**src/rtl/spram_fifo_ctrl.sv**
```systemverilog
// Streaming FIFO controller that drives a single-port registered-address RAM,
// alternating reads and writes on the one port and buffering read data in a 2-entry output stage.
module spram_fifo_ctrl #(
    parameter int addr_width = 6,
    parameter int data_width = 8,
    parameter int depth      = 64
) (
    input  logic                    clk,
    input  logic                    rst_n,
    input  logic [data_width-1:0]   in_data,
    input  logic                    in_valid,
    output logic                    in_ready,
    output logic [data_width-1:0]   out_data,
    output logic                    out_valid,
    input  logic                    out_ready,
    output logic [addr_width+1:0]   level,
    output logic [data_width-1:0]   ram_data,
    output logic [addr_width-1:0]   ram_addr,
    output logic                    ram_we,
    input  logic [data_width-1:0]   ram_q
);

    localparam logic [addr_width:0] full_cnt = (addr_width+1)'(depth);

    logic [addr_width-1:0] wr_ptr;
    logic [addr_width-1:0] rd_ptr;
    logic [addr_width:0]   ram_cnt;
    logic                  rd_pend;
    logic [1:0]            out_cnt;
    logic [data_width-1:0] ob_head;
    logic [data_width-1:0] ob_tail;

    logic rd_issue;
    logic wr_fire;
    logic pop;
    logic cap_head;

    always_comb begin
        // A read is only issued when its returning word is guaranteed a buffer slot.
        rd_issue  = (ram_cnt != '0) && ((out_cnt + {1'b0, rd_pend}) < 2'd2);
        in_ready  = rst_n && !rd_issue && (ram_cnt != full_cnt);
        wr_fire   = in_valid && in_ready;
        ram_we    = wr_fire;
        ram_addr  = rd_issue ? rd_ptr : wr_ptr;
        ram_data  = in_data;
        out_valid = (out_cnt != 2'd0);
        out_data  = ob_head;
        pop       = out_valid && out_ready;
        // Captured word lands in the head slot whenever the buffer is empty after this edge's pop.
        cap_head  = (out_cnt == 2'd0) || ((out_cnt == 2'd1) && pop);
        level     = {1'b0, ram_cnt} + (addr_width+2)'(rd_pend) + (addr_width+2)'(out_cnt);
    end

    // NOTE: sequential state uses non-blocking assignments so every register samples pre-edge values.
    always_ff @(posedge clk or negedge rst_n) begin
        if (!rst_n) begin
            wr_ptr  <= '0;
            rd_ptr  <= '0;
            ram_cnt <= '0;
            rd_pend <= 1'b0;
            out_cnt <= 2'd0;
        end else begin
            if (rd_issue) begin
                rd_ptr  <= rd_ptr + addr_width'(1);
                ram_cnt <= ram_cnt - (addr_width+1)'(1);
            end else if (wr_fire) begin
                wr_ptr  <= wr_ptr + addr_width'(1);
                ram_cnt <= ram_cnt + (addr_width+1)'(1);
            end
            rd_pend <= rd_issue;
            out_cnt <= out_cnt + {1'b0, rd_pend} - {1'b0, pop};
        end
    end

    always_ff @(posedge clk or negedge rst_n) begin
        if (!rst_n) begin
            ob_head <= '0;
            ob_tail <= '0;
        end else begin
            if (pop) begin
                ob_head <= ob_tail;
            end
            // NOTE: when pop and capture both target ob_head, the later assignment (the capture) wins.
            if (rd_pend) begin
                if (cap_head) begin
                    ob_head <= ram_q;
                end else begin
                    ob_tail <= ram_q;
                end
            end
        end
    end

endmodule

```
**config.mk**
```make
export PLATFORM = sky130hd
export DESIGN_NAME = spram_fifo_ctrl
export DESIGN_NICKNAME = d
export VERILOG_FILES = /design/src/rtl/spram_fifo_ctrl.sv
export SDC_FILE = /design/constraint.sdc
export NUM_CORES = 1
export LEC_CHECK = 0
export CAP_MARGIN = 20
export CORE_ASPECT_RATIO = 1.5
export CORE_MARGIN = 2
export CORE_UTILIZATION = 47
export CTS_CLUSTER_DIAMETER = 100
export CTS_CLUSTER_SIZE = 10
export DETAILED_ROUTE_END_ITERATION = 6
export GPL_ROUTABILITY_DRIVEN = 0
export PLACE_DENSITY = 0.76
export SLEW_MARGIN = 0
export SYNTH_ARGS = -nofsm -noshare
export SYNTH_HDL_FRONTEND = slang
export SYNTH_SLANG_ARGS = --single-unit
```
**constraint.sdc**
```tcl
create_clock -name clk -period 5.6 [get_ports clk]
set_input_delay 1.68 -clock clk [delete_from_list [all_inputs] [get_ports clk]]
set_output_delay 1.68 -clock clk [all_outputs]
set_load 0.03 [all_outputs]
```
==> results of run 1 <==
[per-layer routing]
metal | track usage | share of wire
met5 | 0 | 0
met4 | 0.0889 | 0.020
met3 | 0.0307 | 0.045
met2 | 0.302 | 0.52
met1 | 0.198 | 0.42
[layout make-up]
| class | instances | area (um^2) | area share |
|---|---|---|---|
| well taps | 64 | 80.1 | 0.0295 |
| multi-input cells | 147 | 1130 | 0.417 |
| flip-flops and latches | 38 | 951 | 0.350 |
| inverters | 10 | 37.5 | 0.0138 |
| repair buffers | 39 | 378 | 0.139 |
| clock inverters | 3 | 68.8 | 0.0253 |
| clock buffers | 5 | 68.8 | 0.0253 |
[how the worst min path moves through the flow]
stage / from / to / slack (ps) / cells past startpoint
floorplan: wr_ptr[5]$_DFFE_PN0P_ / wr_ptr[5]$_DFFE_PN0P_ / 430 / 1
global placement: rd_ptr[5]$_DFFE_PN0P_ / rd_ptr[5]$_DFFE_PN0P_ / 460 / 1
detailed placement: wr_ptr[5]$_DFFE_PN0P_ / wr_ptr[5]$_DFFE_PN0P_ / 470 / 1
CTS: wr_ptr[5]$_DFFE_PN0P_ / wr_ptr[5]$_DFFE_PN0P_ / 480 / 1
global route: wr_ptr[5]$_DFFE_PN0P_ / wr_ptr[5]$_DFFE_PN0P_ / 500 / 1
finish: wr_ptr[5]$_DFFE_PN0P_ / wr_ptr[5]$_DFFE_PN0P_ / 470 / 1
[flip-flops by register name, summed over array words and instances (netlist names)]
name	cells
ram_cnt	7
wr_ptr	6
out_data	8
out_cnt	2
rd_ptr	6
ob_tail	8
rd_pend	1
[worst register-to-register path, stage by stage (launching register included)]
cell     delay, ps
dfrtp_1        410
ha_1           250
xor2_1         220
a21oi_1        180
buf_4          280
xor2_1         180
ha_1           300
nand3_1        130
nor3_1         200
o32ai_1        140
xnor2_1        140
[cells in the final DEF (no fill, tap or decap), types with 2 or more instances in the layout]
cell type / instances
a31oi_1: 2
mux2_4: 2
bufinv_16: 2
nand2_2: 2
o21ai_1: 3
ha_1: 6
and2_1: 2
clkbuf_8: 5
inv_1: 10
mux2_2: 8
nor3_1: 8
a21oi_1: 8
buf_4: 3
fa_1: 2
nand3_1: 7
nand2_1: 16
clkdlybuf4s50_1: 35
a221oi_2: 2
xor2_1: 7
dfrtp_1: 38
or2_2: 2
xnor2_1: 15
nor2_1: 8
mux2_1: 7
mux2i_1: 8
nand4_1: 5
o21ai_0: 6
and3_1: 7
[through the flow]
| stage | worst slack (ps) | util | cells |
|---|---|---|---|
| detailed placement | 416 | 0.568 | 298 |
| global route | 322 | 0.598 | 306 |
| CTS | 404 | 0.598 | 306 |
| finish | 397 | 0.598 | 306 |
| global placement | 423 | 0.568 | 298 |
| floorplan | 1540 | - | 213 |
[kinds of logic after synthesis]
group / Yosys count / synth area share
adders and majority gates: 8 / 0.0516
buffers and inverters: 28 / 0.0661
DFF: 38 / 0.426
muxes: 25 / 0.125
and+or+nand+nor: 65 / 0.160
AOI/OAI and AO/OA: 27 / 0.0846
xor gates and xnor gates: 22 / 0.0863
==> reports/qor.yml, run 1 <==
cts:
  clk_pin_slew_ps: 80
  ctsRootBufferMaster: "clkbuf_8"
  cts_tree: "done"
  cts.sinks: 38
  ctsHoldBuffers: 0
  cts_max_level: 2
  cts_resized: 0
  post_cts_buffers: 0
  clk_latency_ps: 290
  clockBufferDepth: 2
  cts_buffers: 5
critical_path:
  reg2reg_slack_ps: 3040
  cp_max_fo: 5
  cp-endpoint: "ram_we"
  path_cells: "clkdlybuf4s50_1 > nand2_1 > a31oi_2 > nand2_2 > inv_1 > clkdlybuf4s50_1"
  r2r-start: "rd_pend$_DFF_PN0_"
  crit_family: "buffers and inverters"
  crit_cells: 6
  startpoint_type: "primary input"
  path_common_cell: "clkdlybuf4s50_1"
  cp.required_ps: 3920
  cp.buffers_inverters: 3
  arrival_ps: 3520
  path_class: "in -> out"
  ff2ff_path_depth: 10
  endpoint_kind: "primary output"
  critPathSlowestCell: "clkdlybuf4s50_1"
  crit_start: "in_valid"
  r2r_end: "ram_cnt[6]$_DFFE_PN0P_"
  max_stage_delay_ps: 660
drt:
  wl_per_cell_um: 13.8
  via_count: 1611
  drc: 0
  wl_mm: 4.21
  initialDrtViolationCount: 28
  vias_per_cell: 5.26
  drt_pre_antenna_iters: 4
  ant_nets: 0
synth:
  yosys_warnings: 0
  yosys.area.top_type: "dfrtp_1"
  synth_edf_count: 0
  synth_cell_type_count: 42
  syn_area_um2: 2230
  syn_avg_cell_area_um2: 10.5
  syn_nets: 241
  yosysTopAreaCellShare: 0.426
  synth.most_common_cell: "dfrtp_1"
  yosys_register_bits: 38
  synth_flop_cell: "dfrtp_1"
  synth-seq-area-share: 0.426
  netlist_top_cells_count: "dfrtp_1, nand2_1, xnor2_1"
  syn_inst: 213
  synth_area_leaders: "dfrtp_1, xnor2_1, mux2_2"
  synthArstFlopShare: 1.00
placement:
  io_buffers: 36
  dp_hpwl_mm: 2.99
  post_dp_cell_area_um2: 2580
finish:
  fill_cells: 398
  syn2layout_area_growth_pct: 21.7
  nNetsFinal: 269
  drive_above_1_share: 0.136
  num_antenna_cells: 0
  design_area_um2: 2720
sta:
  clock-skew-final_ps: 3.84
  worst_slew_pin_slew_ps: 719
  final_max_slew_viol_count: 0
  final.min_clock_period_ps: 5200
  rsz0062_at_grt: "no"
  timing.slew.headroom: 0.518
  final-setup-viol-count: 0
  hold-worst-slack_ps: 473
  final.setup.tns_ps: 0
  hold_viol_final: 0
  fin_crit_sh: 0.929
  max_freq_mhz: 192
run:
  drv_cap: 0
die:
  start_util: 0.491
  core-area_um2: 4540
  fp.dieW_um: 60.3
  die-area_um2: 5330
  rows: 30
  die_height_um: 88.4
  io_pins: 53
grt:
  grt_pass1_vias: 1623
  grtUsageTotal: 0.174
  grt_overflow_total: 0
  grt_max_degree: 42
  grt_antenna_before_repair: 0
  grt_pass1_wl_mm: 7.07
outcome:
  status: "finished, final reports clean"
hold_path:
  min_path_type: "reg -> reg"
Power of run 1 is left out: the tool's default activity adds up to more than one toggle a clock period on the data nets, which glitch-free logic cannot reach.
==> inputs of run 2 (changes only) <==
--- a/config.mk
+++ b/config.mk
@@ -9,7 +9,7 @@
 export CORE_ASPECT_RATIO = 1.5
 export CORE_MARGIN = 2
 export CORE_UTILIZATION = 47
-export CTS_CLUSTER_DIAMETER = 100
+export CTS_CLUSTER_DIAMETER = 150
 export CTS_CLUSTER_SIZE = 10
 export DETAILED_ROUTE_END_ITERATION = 6
 export GPL_ROUTABILITY_DRIVEN = 0
==> results of run 2 <==
Same layout as run 1: the final DEF is identical, and so are final timing and power.
Power of run 2 is left out for the same reason.
==> inputs of run 3 (changes only) <==
--- a/config.mk
+++ b/config.mk
@@ -6,15 +6,16 @@
 export NUM_CORES = 1
 export LEC_CHECK = 0
 export CAP_MARGIN = 20
-export CORE_ASPECT_RATIO = 1.5
+export CELL_PAD_IN_SITES_DETAIL_PLACEMENT = 0
+export CELL_PAD_IN_SITES_GLOBAL_PLACEMENT = 1
 export CORE_MARGIN = 2
-export CORE_UTILIZATION = 47
+export CORE_UTILIZATION = 41
 export CTS_CLUSTER_DIAMETER = 150
 export CTS_CLUSTER_SIZE = 10
 export DETAILED_ROUTE_END_ITERATION = 6
 export GPL_ROUTABILITY_DRIVEN = 0
-export PLACE_DENSITY = 0.76
-export SLEW_MARGIN = 0
+export PLACE_DENSITY_LB_ADDON = 0.1
+export SLEW_MARGIN = 10
 export SYNTH_ARGS = -nofsm -noshare
 export SYNTH_HDL_FRONTEND = slang
 export SYNTH_SLANG_ARGS = --single-unit
==> reports/qor.yml, run 3 (synthesized netlist as in run 1, its figures left out) <==
critical_path:
  path_common_cell: "clkdlybuf4s50_1"
  cp_max_fo: 5
  cp-endpoint: "ram_we"
  path_cells: "clkdlybuf4s50_1 > nand2_1 > a31oi_2 > nand2_2 > inv_1 > clkdlybuf4s50_1"
  startpoint_type: "primary input"
  cp.required_ps: 3920
  r2r-start: "rd_pend$_DFF_PN0_"
  critPathSlowestCell: "clkdlybuf4s50_1"
  cp.buffers_inverters: 3
  crit_start: "in_valid"
  r2r_end: "ram_cnt[6]$_DFFE_PN0P_"
  arrival_ps: 3490
  crit_cells: 6
  ff2ff_path_depth: 10
  endpoint_kind: "primary output"
  path_class: "in -> out"
  crit_family: "buffers and inverters"
  max_stage_delay_ps: 660
  reg2reg_slack_ps: 2760
die:
  core-area_um2: 5170
  fp.dieW_um: 77.8
  die-area_um2: 6050
  rows: 26
  io_pins: 53
  die_height_um: 77.8
  start_util: 0.432
finish:
  fill_cells: 461
  layout_common_cells: "dfrtp_1, clkdlybuf4s50_1, nand2_1"
  num_antenna_cells: 0
  final_util: 0.527
  final_common_cell: "dfrtp_1"
  nNetsFinal: 269
  syn2layout_area_growth_pct: 22.1
  drive_above_1_share: 0.136
  design_area_um2: 2730
drt:
  vias_per_cell: 5.19
  ant_nets: 0
  drc: 0
  initialDrtViolationCount: 39
  drt_pre_antenna_iters: 4
  via_count: 1619
  wl_per_cell_um: 14.0
  wl_mm: 4.38
cts:
  post_cts_buffers: 0
  cts_tree: "done"
  clk_latency_ps: 290
  clk_pin_slew_ps: 80
  cts_max_level: 2
  ctsHoldBuffers: 0
  cts_resized: 0
  ctsRootBufferMaster: "clkbuf_8"
  clockBufferDepth: 2
  cts.sinks: 38
  cts_buffers: 5
grt:
  grt_overflow_total: 0
  grt_max_degree: 42
  grt_antenna_before_repair: 0
  grt_pass1_wl_mm: 7.79
  grtUsageTotal: 0.158
  grt_pass1_vias: 1650
outcome:
  status: "finished, final reports clean"
sta:
  rsz0062_at_grt: "no"
  hold_viol_final: 0
  worst_slew_pin_slew_ps: 746
  max_freq_mhz: 193
  fin_crit_sh: 0.923
  clock-skew-final_ps: 6.66
  timing.slew.headroom: 0.499
  final.setup.tns_ps: 0
  final.min_clock_period_ps: 5170
  final-setup-viol-count: 0
  final_max_slew_viol_count: 0
placement:
  post_dp_cell_area_um2: 2590
  io_buffers: 36
  dp_hpwl_mm: 3.27
run:
  drv_cap: 0
hold_path:
  min_path_type: "reg -> reg"
==> run 3: cell counts in the layout (fill, tap and decap cells not counted) <==
No cell type changed its count.
==> run 3: worst min path at each step <==
| stage | cells after the start | slack (ps) | endpoint | start |
|---|---|---|---|---|
| finish | 1 | 480 | wr_ptr[5]$_DFFE_PN0P_ | wr_ptr[5]$_DFFE_PN0P_ |
| global route | 1 | 490 | wr_ptr[5]$_DFFE_PN0P_ | wr_ptr[5]$_DFFE_PN0P_ |
| CTS | 1 | 480 | wr_ptr[5]$_DFFE_PN0P_ | wr_ptr[5]$_DFFE_PN0P_ |
| detailed placement | 1 | 470 | wr_ptr[5]$_DFFE_PN0P_ | wr_ptr[5]$_DFFE_PN0P_ |
| global placement | 1 | 460 | rd_ptr[5]$_DFFE_PN0P_ | rd_ptr[5]$_DFFE_PN0P_ |
| floorplan | 1 | 430 | wr_ptr[5]$_DFFE_PN0P_ | wr_ptr[5]$_DFFE_PN0P_ |
==> run 3: through the flow <==
stage / std cells / worst slack (ps) / hold slack, ps
after floorplan: 213 / 1540 / 435
after global placement: 304 / 423 / 457
after detailed placement: 304 / 428 / 471
after CTS: 312 / 414 / 482
after global routing: 312 / 341 / 490
final: 312 / 430 / 483
==> run 3: area by class of cell <==
type | instances | area (um^2) | share of cell area
multi-input cells | 147 | 1130 | 0.416
flip-flops and latches | 38 | 951 | 0.349
repair buffers | 39 | 378 | 0.139
well taps | 70 | 87.6 | 0.0321
clock buffers | 5 | 68.8 | 0.0253
clock inverters | 3 | 68.8 | 0.0253
inverters | 10 | 37.5 | 0.0138
==> run 3: routing by layer <==
layer	vias up	routed length, um	GRT usage
met5	-	0	0
met4	0	49	0.0518
met3	9	211	0.0372
met2	45	2090	0.257
met1	774	2030	0.208
li1	791	-	-
Power of run 3 is left out for the same reason.
